==> src/rtl/asteroid_pkg.sv <==
// Shared opcode, mux-select and state definitions for the asteroid update sequencer.
// Latency: none (constants and types only).
// Backpressure: not applicable.
package asteroid_pkg;

   // Entry opcodes stored in the asteroid table
   localparam logic [1:0] OP_EMPTY = 2'b00;
   localparam logic [1:0] OP_RIGHT = 2'b01;
   localparam logic [1:0] OP_DOWN  = 2'b10;
   localparam logic [1:0] OP_DIAG  = 2'b11;

   // Coordinate mux selects
   localparam logic [1:0] SEL_RANDOM = 2'b00;
   localparam logic [1:0] SEL_SOMA_X = 2'b01;
   localparam logic [1:0] SEL_SOMA_Y = 2'b10;
   localparam logic [1:0] SEL_HOLD   = 2'b11;

   typedef enum logic [3:0] {
      IDLE,
      RD_X,
      WT_X,
      WR_X,
      RD_Y,
      WT_Y,
      WR_Y,
      NEXT,
      FIN
   } state_t;

endpackage

==> src/rtl/asteroid_update_ctrl_if.sv <==
// Bundle between the update sequencer and the frame timer / memory / adder / mux datapath.
// Latency: wiring only.
// Backpressure: none; the datapath is assumed to accept a strobe every cycle.
interface asteroid_update_ctrl_if #(
   parameter int N      = 4,
   parameter int ADDR_W = 4
);
   logic              start;
   logic              spawn_req;
   logic [1:0]        mem_opcode;
   logic [ADDR_W-1:0] mem_addr;
   logic              mem_re;
   logic              mem_we;
   logic [1:0]        select_mux_coor;
   logic              sel_soma_y;
   logic [N-1:0]      delta;
   logic              spawn_ack;
   logic              busy;
   logic              done;

   // Sequencer side
   modport master (
      input  start, spawn_req, mem_opcode,
      output mem_addr, mem_re, mem_we, select_mux_coor, sel_soma_y, delta,
             spawn_ack, busy, done
   );

   // Timer / datapath side
   modport slave (
      output start, spawn_req, mem_opcode,
      input  mem_addr, mem_re, mem_we, select_mux_coor, sel_soma_y, delta,
             spawn_ack, busy, done
   );
endinterface

==> src/rtl/asteroid_update_ctrl_opcode_delta.sv <==
// Decodes an entry opcode into signed per-axis increments (all ones = -1).
// Latency: combinational.
// Backpressure: not applicable.
module opcode_delta
   import asteroid_pkg::*;
#(
   parameter int N = 4
) (
   input  logic [1:0]   opcode,
   output logic [N-1:0] dx,
   output logic [N-1:0] dy
);

   // Map each movement opcode to its two's-complement step pair
   always_comb begin
      dx = '0;
      dy = '0;
      case (opcode)
         OP_RIGHT: dx = N'(1);
         OP_DOWN:  dy = N'(1);
         OP_DIAG: begin
            dx = '1;
            dy = '1;
         end
         default: ;
      endcase
   end

endmodule

==> src/rtl/asteroid_update_ctrl.sv <==
// Walks the asteroid table once per start, writing X then Y deltas and at most one spawn.
// Latency: 7/4/3 cycles per active/spawn/empty entry plus 1 FIN cycle; busy the cycle after start.
// Backpressure: none; start while busy is dropped, spawn_req held by requester until spawn_ack.
module asteroid_update_ctrl
   import asteroid_pkg::*;
#(
   parameter int N      = 4,
   parameter int DEPTH  = 16,
   parameter int ADDR_W = 4
) (
   input  logic                  clock,
   input  logic                  reset_n,
   asteroid_update_ctrl_if.master bus
);

   localparam logic [ADDR_W-1:0] LAST_ADDR = ADDR_W'(DEPTH - 1);

   state_t            state_q, state_nxt;
   logic [ADDR_W-1:0] addr_q;
   logic [1:0]        op_q;
   logic              spawn_mode_q;   // current WR_X writes a spawn rather than a move
   logic              spawn_done_q;   // a spawn already happened this pass
   logic [N-1:0]      dx, dy;

   opcode_delta #(.N(N)) u_opcode_delta (
      .opcode (op_q),
      .dx     (dx),
      .dy     (dy)
   );

   // State, address walk, opcode latch and spawn bookkeeping
   always_ff @(posedge clock or negedge reset_n) begin
      if (!reset_n) begin
         state_q      <= IDLE;
         addr_q       <= '0;
         op_q         <= OP_EMPTY;
         spawn_mode_q <= 1'b0;
         spawn_done_q <= 1'b0;
      end else begin
         state_q <= state_nxt;
         case (state_q)
            IDLE: begin
               if (bus.start) begin
                  addr_q       <= '0;
                  spawn_done_q <= 1'b0;
               end
            end
            WT_X: begin
               op_q         <= bus.mem_opcode;
               spawn_mode_q <= (bus.mem_opcode == OP_EMPTY);
            end
            WR_X: begin
               if (spawn_mode_q) spawn_done_q <= 1'b1;
            end
            NEXT: begin
               if (addr_q != LAST_ADDR) addr_q <= addr_q + 1'b1;
            end
            default: ;
         endcase
      end
   end

   // Next-state sequencing through one table pass
   always_comb begin
      state_nxt = state_q;
      case (state_q)
         IDLE: if (bus.start) state_nxt = RD_X;
         RD_X: state_nxt = WT_X;
         WT_X: begin
            if (bus.mem_opcode != OP_EMPTY)              state_nxt = WR_X;
            else if (bus.spawn_req && !spawn_done_q)     state_nxt = WR_X;
            else                                         state_nxt = NEXT;
         end
         WR_X: state_nxt = spawn_mode_q ? NEXT : RD_Y;
         RD_Y: state_nxt = WT_Y;
         WT_Y: state_nxt = WR_Y;
         WR_Y: state_nxt = NEXT;
         NEXT: state_nxt = (addr_q == LAST_ADDR) ? FIN : RD_X;
         FIN:  state_nxt = IDLE;
         default: state_nxt = IDLE;
      endcase
   end

   // Moore output decode from the registered state
   always_comb begin
      bus.mem_re          = 1'b0;
      bus.mem_we          = 1'b0;
      bus.select_mux_coor = SEL_HOLD;
      bus.sel_soma_y      = 1'b0;
      bus.delta           = '0;
      bus.spawn_ack       = 1'b0;
      bus.done            = 1'b0;
      bus.busy            = (state_q != IDLE);
      bus.mem_addr        = addr_q;
      case (state_q)
         RD_X, RD_Y: bus.mem_re = 1'b1;
         WR_X: begin
            bus.mem_we = 1'b1;
            if (spawn_mode_q) begin
               bus.select_mux_coor = SEL_RANDOM;
               bus.spawn_ack       = 1'b1;
            end else begin
               bus.select_mux_coor = SEL_SOMA_X;
               bus.delta           = dx;
            end
         end
         WR_Y: begin
            bus.mem_we          = 1'b1;
            bus.select_mux_coor = SEL_SOMA_Y;
            bus.sel_soma_y      = 1'b1;
            bus.delta           = dy;
         end
         FIN: bus.done = 1'b1;
         default: ;
      endcase
   end

endmodule

==> src/flat_wrapper.sv <==
// flat-port wrapper written by rule: the top's interface ports become plain ports
module asteroid_update_ctrl_flat import asteroid_pkg::*;
#(
   parameter int N      = 4,
   parameter int DEPTH  = 16,
   parameter int ADDR_W = 4
)
  (clock, reset_n, bus_start, bus_spawn_req, bus_mem_opcode, bus_mem_addr, bus_mem_re, bus_mem_we, bus_select_mux_coor, bus_sel_soma_y, bus_delta, bus_spawn_ack, bus_busy, bus_done);
  asteroid_update_ctrl_if #(.N(N), .ADDR_W(ADDR_W)) bus_i ();
  input  logic clock;
  input  logic reset_n;
  input wire logic [$bits(bus_i.start)-1:0] bus_start;
  input wire logic [$bits(bus_i.spawn_req)-1:0] bus_spawn_req;
  input wire logic [$bits(bus_i.mem_opcode)-1:0] bus_mem_opcode;
  output wire logic [$bits(bus_i.mem_addr)-1:0] bus_mem_addr;
  output wire logic [$bits(bus_i.mem_re)-1:0] bus_mem_re;
  output wire logic [$bits(bus_i.mem_we)-1:0] bus_mem_we;
  output wire logic [$bits(bus_i.select_mux_coor)-1:0] bus_select_mux_coor;
  output wire logic [$bits(bus_i.sel_soma_y)-1:0] bus_sel_soma_y;
  output wire logic [$bits(bus_i.delta)-1:0] bus_delta;
  output wire logic [$bits(bus_i.spawn_ack)-1:0] bus_spawn_ack;
  output wire logic [$bits(bus_i.busy)-1:0] bus_busy;
  output wire logic [$bits(bus_i.done)-1:0] bus_done;
  assign bus_i.start = bus_start;
  assign bus_i.spawn_req = bus_spawn_req;
  assign bus_i.mem_opcode = bus_mem_opcode;
  assign bus_mem_addr = bus_i.mem_addr;
  assign bus_mem_re = bus_i.mem_re;
  assign bus_mem_we = bus_i.mem_we;
  assign bus_select_mux_coor = bus_i.select_mux_coor;
  assign bus_sel_soma_y = bus_i.sel_soma_y;
  assign bus_delta = bus_i.delta;
  assign bus_spawn_ack = bus_i.spawn_ack;
  assign bus_busy = bus_i.busy;
  assign bus_done = bus_i.done;
  asteroid_update_ctrl #(.N(N), .DEPTH(DEPTH), .ADDR_W(ADDR_W)) u_core (.clock(clock), .reset_n(reset_n), .bus(bus_i));
endmodule
==> config.mk <==
export PLATFORM = sky130hd
export DESIGN_NAME = asteroid_update_ctrl_flat
export DESIGN_NICKNAME = d
export VERILOG_FILES = /design/src/rtl/asteroid_pkg.sv /design/src/rtl/asteroid_update_ctrl_if.sv /design/src/rtl/asteroid_update_ctrl_opcode_delta.sv /design/src/rtl/asteroid_update_ctrl.sv /design/src/flat_wrapper.sv
export SDC_FILE = /design/constraint.sdc
export NUM_CORES = 1
export LEC_CHECK = 0
export ABC_AREA = 1
export BUFFER_PORTS_ARGS = -buffer_cell sky130_fd_sc_hd__buf_2
export CELL_PAD_IN_SITES_DETAIL_PLACEMENT = 2
export CELL_PAD_IN_SITES_GLOBAL_PLACEMENT = 2
export CORE_ASPECT_RATIO = 0.7
export CORE_MARGIN = 4
export CORE_UTILIZATION = 28
export DETAILED_ROUTE_END_ITERATION = 12
export PLACE_DENSITY = 0.85
export RECOVER_POWER = 25
export REMOVE_ABC_BUFFERS = 1
export SLEW_MARGIN = 5
export SYNTH_ARGS = -nofsm -noshare
export SYNTH_HDL_FRONTEND = slang
export SYNTH_SLANG_ARGS = --single-unit
==> constraint.sdc <==
create_clock -name clock -period 2.55 [get_ports clock]
set_input_delay 0.255 -clock clock [delete_from_list [all_inputs] [get_ports clock]]
set_output_delay 0.255 -clock clock [all_outputs]
set_load 0.03 [all_outputs]
Word-level counts from Yosys, hierarchy flattened

Index checks and enable logic that the tools add are counted.

Register bits: 12
Latch bits: 0
Memory bits (writable): 0
Bits in read-only memories: 0
Input port bits: 6
Output and inout bits: 16
Logic and storage cells: 58
Memories: 0

Add/subtract/negate cells: 1
Multiply operators: 0
Div/mod/pow operators: 0
$lt $le $gt $ge: 0
Eq/ne operators: 16
Shift-type cells: 0
Multiplexer cells: 24
Bitwise logic cells: 0
Reduce and logical (&&, ||, !) cells: 12

Operator list:

| kind                                                                     | number |
|---|---|
| 4-bit case mux with 2 select lines                                       | 4 |
| 4-bit case mux with 8 select lines                                       | 1 |
| 4-bit 2-to-1 mux                                                         | 6 |
| 4-bit by 3-bit equality test with 1-bit output (second input constant)   | 4 |
| 1-bit 2-to-1 mux                                                         | 9 |
| 4-bit by 2-bit equality test with 1-bit output (second input constant)   | 2 |
| 4-bit equality test (second input constant)                              | 2 |
| 3-bit AND reduction                                                      | 2 |
| 2-bit nonzero test                                                       | 3 |
| 4-bit by 1-bit adder with 4-bit output (second input constant)           | 1 |
| 2-bit equality test (second input constant)                              | 2 |
| 4-bit by 1-bit equality test with 1-bit output (second input constant)   | 1 |
| 4-bit zero test                                                          | 1 |
| 2-bit by 1-bit inequality test with 1-bit output (second input constant) | 2 |
| 4-bit inequality test (second input constant)                            | 1 |
| 2-bit case mux with 2 select lines                                       | 1 |
| 4-bit nonzero test                                                       | 1 |
| 2-bit OR reduction                                                       | 2 |
| 3-bit 2-to-1 mux                                                         | 1 |
| 2-bit by 1-bit equality test with 1-bit output (second input constant)   | 1 |
| 2-bit zero test                                                          | 1 |
| 2-bit 2-to-1 mux                                                         | 1 |
| 2-bit inequality test (second input constant)                            | 1 |
| 1-bit case mux with 2 select lines                                       | 1 |
| 2 further kinds                                                          | 2 |

Longest topological paths before layout

Depth in word-level cells: 5
Mapped depth: 8
Gate-level depth less buffers: 8

Hierarchy

From an unflattened synthesis, not the netlist that was laid out.

Cell total of the unflattened synthesis: 111
Area total of the unflattened synthesis: 770.7 um^2

Modules (own cells, without submodules):

| module               | instances | cells each | area an instance (um^2) | sequential area each (um^2) |
|---|---|---|---|---|
| asteroid_update_ctrl | 1         | 102        | 718.2                   | 300.3 |
| opcode_delta         | 1         | 9          | 52.6                    | 0.0 |

Worst setup path before layout

No wires, ideal clock.

Kind: reg2out
Start: reg u_core.state_q[2]
End: out bus_delta[2]
Arrival time: 1.938 ns
Required time: 2.295 ns
Path slack: 0.357 ns
Stages on the path, launching flop included: 7
Path buffers: 1
Path through: dfrtp_1 > nor2_2 > nand2_1 > inv_2 > nand2_1 > a21oi_1 > buf_4

Word-level cells in the longest chain between the ends: 2
Elaborated cells between the ends (all ways): 3
Classes of those cells: eq/ne (2); mux (1)

Ends and longest elaborated chain:

| element                                                                                                                 | line                       | text |
|---|---|---|
| start, declared                                                                                                         | asteroid_update_ctrl.sv:18 | `state_t state_q, state_nxt;` |
| start signal, assigned                                                                                                  | asteroid_update_ctrl.sv:40 | `state_q <= state_nxt;` |
| 4-bit by 3-bit equality test with 1-bit output / 4-bit by 2-bit equality test with 1-bit output (equally long branches) | asteroid_update_ctrl.sv:95 | `case (state_q)` |
| 4-bit case mux with 2 select lines *                                                                                    | asteroid_update_ctrl.sv:95 |  |
| end, declared                                                                                                           | flat_wrapper.sv:20         | `output wire logic [$bits(bus_i.delta)-1:0] bus_delta;` |

Mark *: on every way between the ends. The rest lies on a longest branch, timed or not.

Worst setup path in the final report

Same ends and word-level chain as after synthesis.

==> results.yml <==
outcome:
  outcome: "complete, no violations"
placement:
  gp_congestion: 0.8242
  numPortBuffers: 21
  hpwl_mm: 1.970
  dp.cells: 151
clock_tree:
  h-tree-depth: 1
  clock_path_buffers: 2
  clkSlewWorstSetupHoldPaths_ns: 0.08
  cts.sinks: 12
  cts_root_buf: "clkbuf_4"
  cts_tree: "done"
  cts_setup_buffers: 0
  cts_resized: 0
  worstSkewPairLatency_ns: 0.29
  cts_made_buffers: 3
global_routing:
  met1_usage_pct: 24.49
  grt_max_degree: 13
  use_met2_pct: 30.40
  grt_pass1_wl_mm: 4.664
  grt_usage_pct: 18.72
  grt_busiest_layer: "met2"
  met3_usage_pct: 4.091
  antenna_found_initial: 0
  grt_pass1_vias: 894
  grt_overflow: 0
critical_path:
  worstSetupPathType: "flip-flop to output pin"
  crit_path_start_kind: "flip-flop"
  worstPathArrival_ns: 1.90
  crit_path_end_kind: "output pin"
  path_max_fanout: 8
  required_ns: 2.30
detailed_routing:
  totalWireLength_mm: 2.748
  detail-route-antenna-nets: 0
  first_pass_iters: 4
  first_iter_violations: 71
  vias: 788
  drt-wirelength-per-cell_microns: 17.62
  avgViaCountPerCell: 5.051
  drcViolationCount: 0
synthesis:
  synth_warnings: 0
  synth_cells: 100
  synth_cell_types: 18
  ys_seq_elements: 12
  ys_seq_area_share_pct: 42.33
  syn_avg_cell_area_sq_um: 7.094
  syn_area_sq_um: 709.4
floorplan:
  ios: 22
  die_w_microns: 68.16
  core.rowCount: 14
  initial_core_util_pct: 31.15
  core_area_sq_mm: 0.002277
  die_height_microns: 50.12
  die_area_sq_mm: 0.003416
sta:
  setup_viol: 0
  skew_ns: 0.002331
  rsz0062_at_grt: "false"
  clock.fmax_ghz: 0.4630
  tightestPinTransition_ns: 0.7289
  min_period_ns: 2.160
  finalMaxSlewViolations: 0
  final.period_utilization_pct: 84.70
  whs_ns: 0.2612
  finalHoldViolCount: 0
  slew_headroom_pct: 51.41
final_layout:
  area_growth_pct: 24.69
  drive_gt1_share_pct: 27.42
  final_nets: 132
  antenna_cells: 0
  layoutNonFillerInstCount: 156
power:
  p_per_area_mw_per_mm2: 1342
  leakagePower_nw: 0.5346
  fin_total_pwr_mw: 1.187
  peakVddDrop_mv: 0.4267
flow_run:
  maxCapViolations: 0
worst_hold_path:
  min_path_type: "input pin to flip-flop"
-- cells by family (layout without fill, tap and decap cells) --
family | count (synthesis) | in the layout | synth area share (%)
DFF | 12 | 12 | 42.33
buffers and inverters | 19 | 43 | 11.11
AOI/OAI and AO/OA | 7 | 7 | 5.644
adders and majority gates | 1 | 1 | 1.763
and+or+nand+nor | 61 | 61 | 39.15
-- area by class of cell --
cell class | instances | area (sq um)
Fill cell | 287 | 1393
Multi-Input combinational cell | 69 | 330.3
Sequential cell | 12 | 300.3
Timing Repair Buffer | 22 | 113.9
Inverter | 17 | 63.81
Tap cell | 32 | 40.04
Clock buffer | 4 | 36.28
-- power breakdown --
| group | leakage [nW] | switching [mW] | internal [mW] |
|---|---|---|---|
| registers | 0.155 | 0.0923 | 0.259 |
| logic | 0.359 | 0.500 | 0.177 |
| clock network | 0.0210 | 0.0723 | 0.0871 |
-- placed cells by master, fill, tap and decap left out --
cell type      count
nand2_1           31
buf_2             20
inv_1             16
nand3_1           15
dfrtp_1           12
nand2_2            4
nor2_1             4
o21ai_0            4
nor2_2             3
clkbuf_4           3
inv_2              1
nor3_1             1
a21oi_1            1
nor3_2             1
a21o_1             1
o211ai_1           1
or2_2              1
nand4_1            1
ha_1               1
clkbuf_8           1
dlygate4sd3_1      1
clkbuf_1           1
-- synth_stat cells --
cell type  number  share of area (%)
o21ai_0         4                2.8
ha_1            1                1.8
nand4_1         1               0.88
or2_2           1               0.88
a21o_1          1                1.1
buf_4           2                2.1
nand2_1        31                 16
nand2_2         4                3.5
dfrtp_1        12                 42
nor3_2          1                1.4
inv_1          16                8.5
nor2_1          4                2.1
a21oi_1         1               0.70
nand3_1        15                 11
inv_2           1               0.53
o211ai_1        1                1.1
nor3_1          1               0.70
nor2_2          3                2.6
-- sequential cells by signal, indices dropped and copies added (netlist names) --
signal	count
u_core.bus.mem_addr	4
u_core.op_q	2
u_core.spawn_done_q	1
u_core.spawn_mode_q	1
u_core.state_q	4
-- path summary, 6_finish.rpt --
path                                                to  cells after the start  slack [ns]                start
worst min register to register     u_core.spawn_done_q                      2        0.53  u_core.spawn_done_q
worst max-delay path                      bus_delta[2]                      6        0.39    u_core.state_q[2]
worst min-delay path                    u_core.op_q[1]                      3        0.26    bus_mem_opcode[1]
min in group asynchronous          u_core.spawn_mode_q                      2        0.56              reset_n
max in group asynchronous            u_core.state_q[1]                      2        1.54              reset_n
worst max register to register  u_core.bus.mem_addr[2]                      6        1.08    u_core.state_q[2]
-- routing by layer --
layer	vias to the layer above	wire length, microns
met2	15	1340
met4	0	37
met3	4	85
met1	407	1284
li1	362	-
met5	-	0
-- stage by stage --
| stage | utilization, % | TNS (ns) | worst slack, ns | area, sq um |
|---|---|---|---|---|
| after global placement | 36.87 | 0 | 0.9420 | 839.6 |
| after global routing | 38.85 | 0 | 0.2226 | 884.6 |
| after floorplan | - | -0.3967 | -0.1322 | 694.4 |
| after CTS | 38.90 | 0 | 0.4329 | 885.9 |
| after detailed placement | 36.87 | 0 | 0.7880 | 839.6 |
| final | 38.85 | 0 | 0.3902 | 884.6 |
-- critical path, cell delays in order (launching register included) --
cell,delay [ns]
dfrtp_1,0.43
nor2_2,0.36
nand2_1,0.20
inv_2,0.12
nand2_1,0.07
a21oi_1,0.20
buf_2,0.24
-- repair_timing --
item / 4_1_cts / 5_1_grt
hold endpoints to repair: 12 / 0
hold buffers: 1 / 0
setup endpoints to repair: 0 / 0
(Power assumes the default switching activity.)
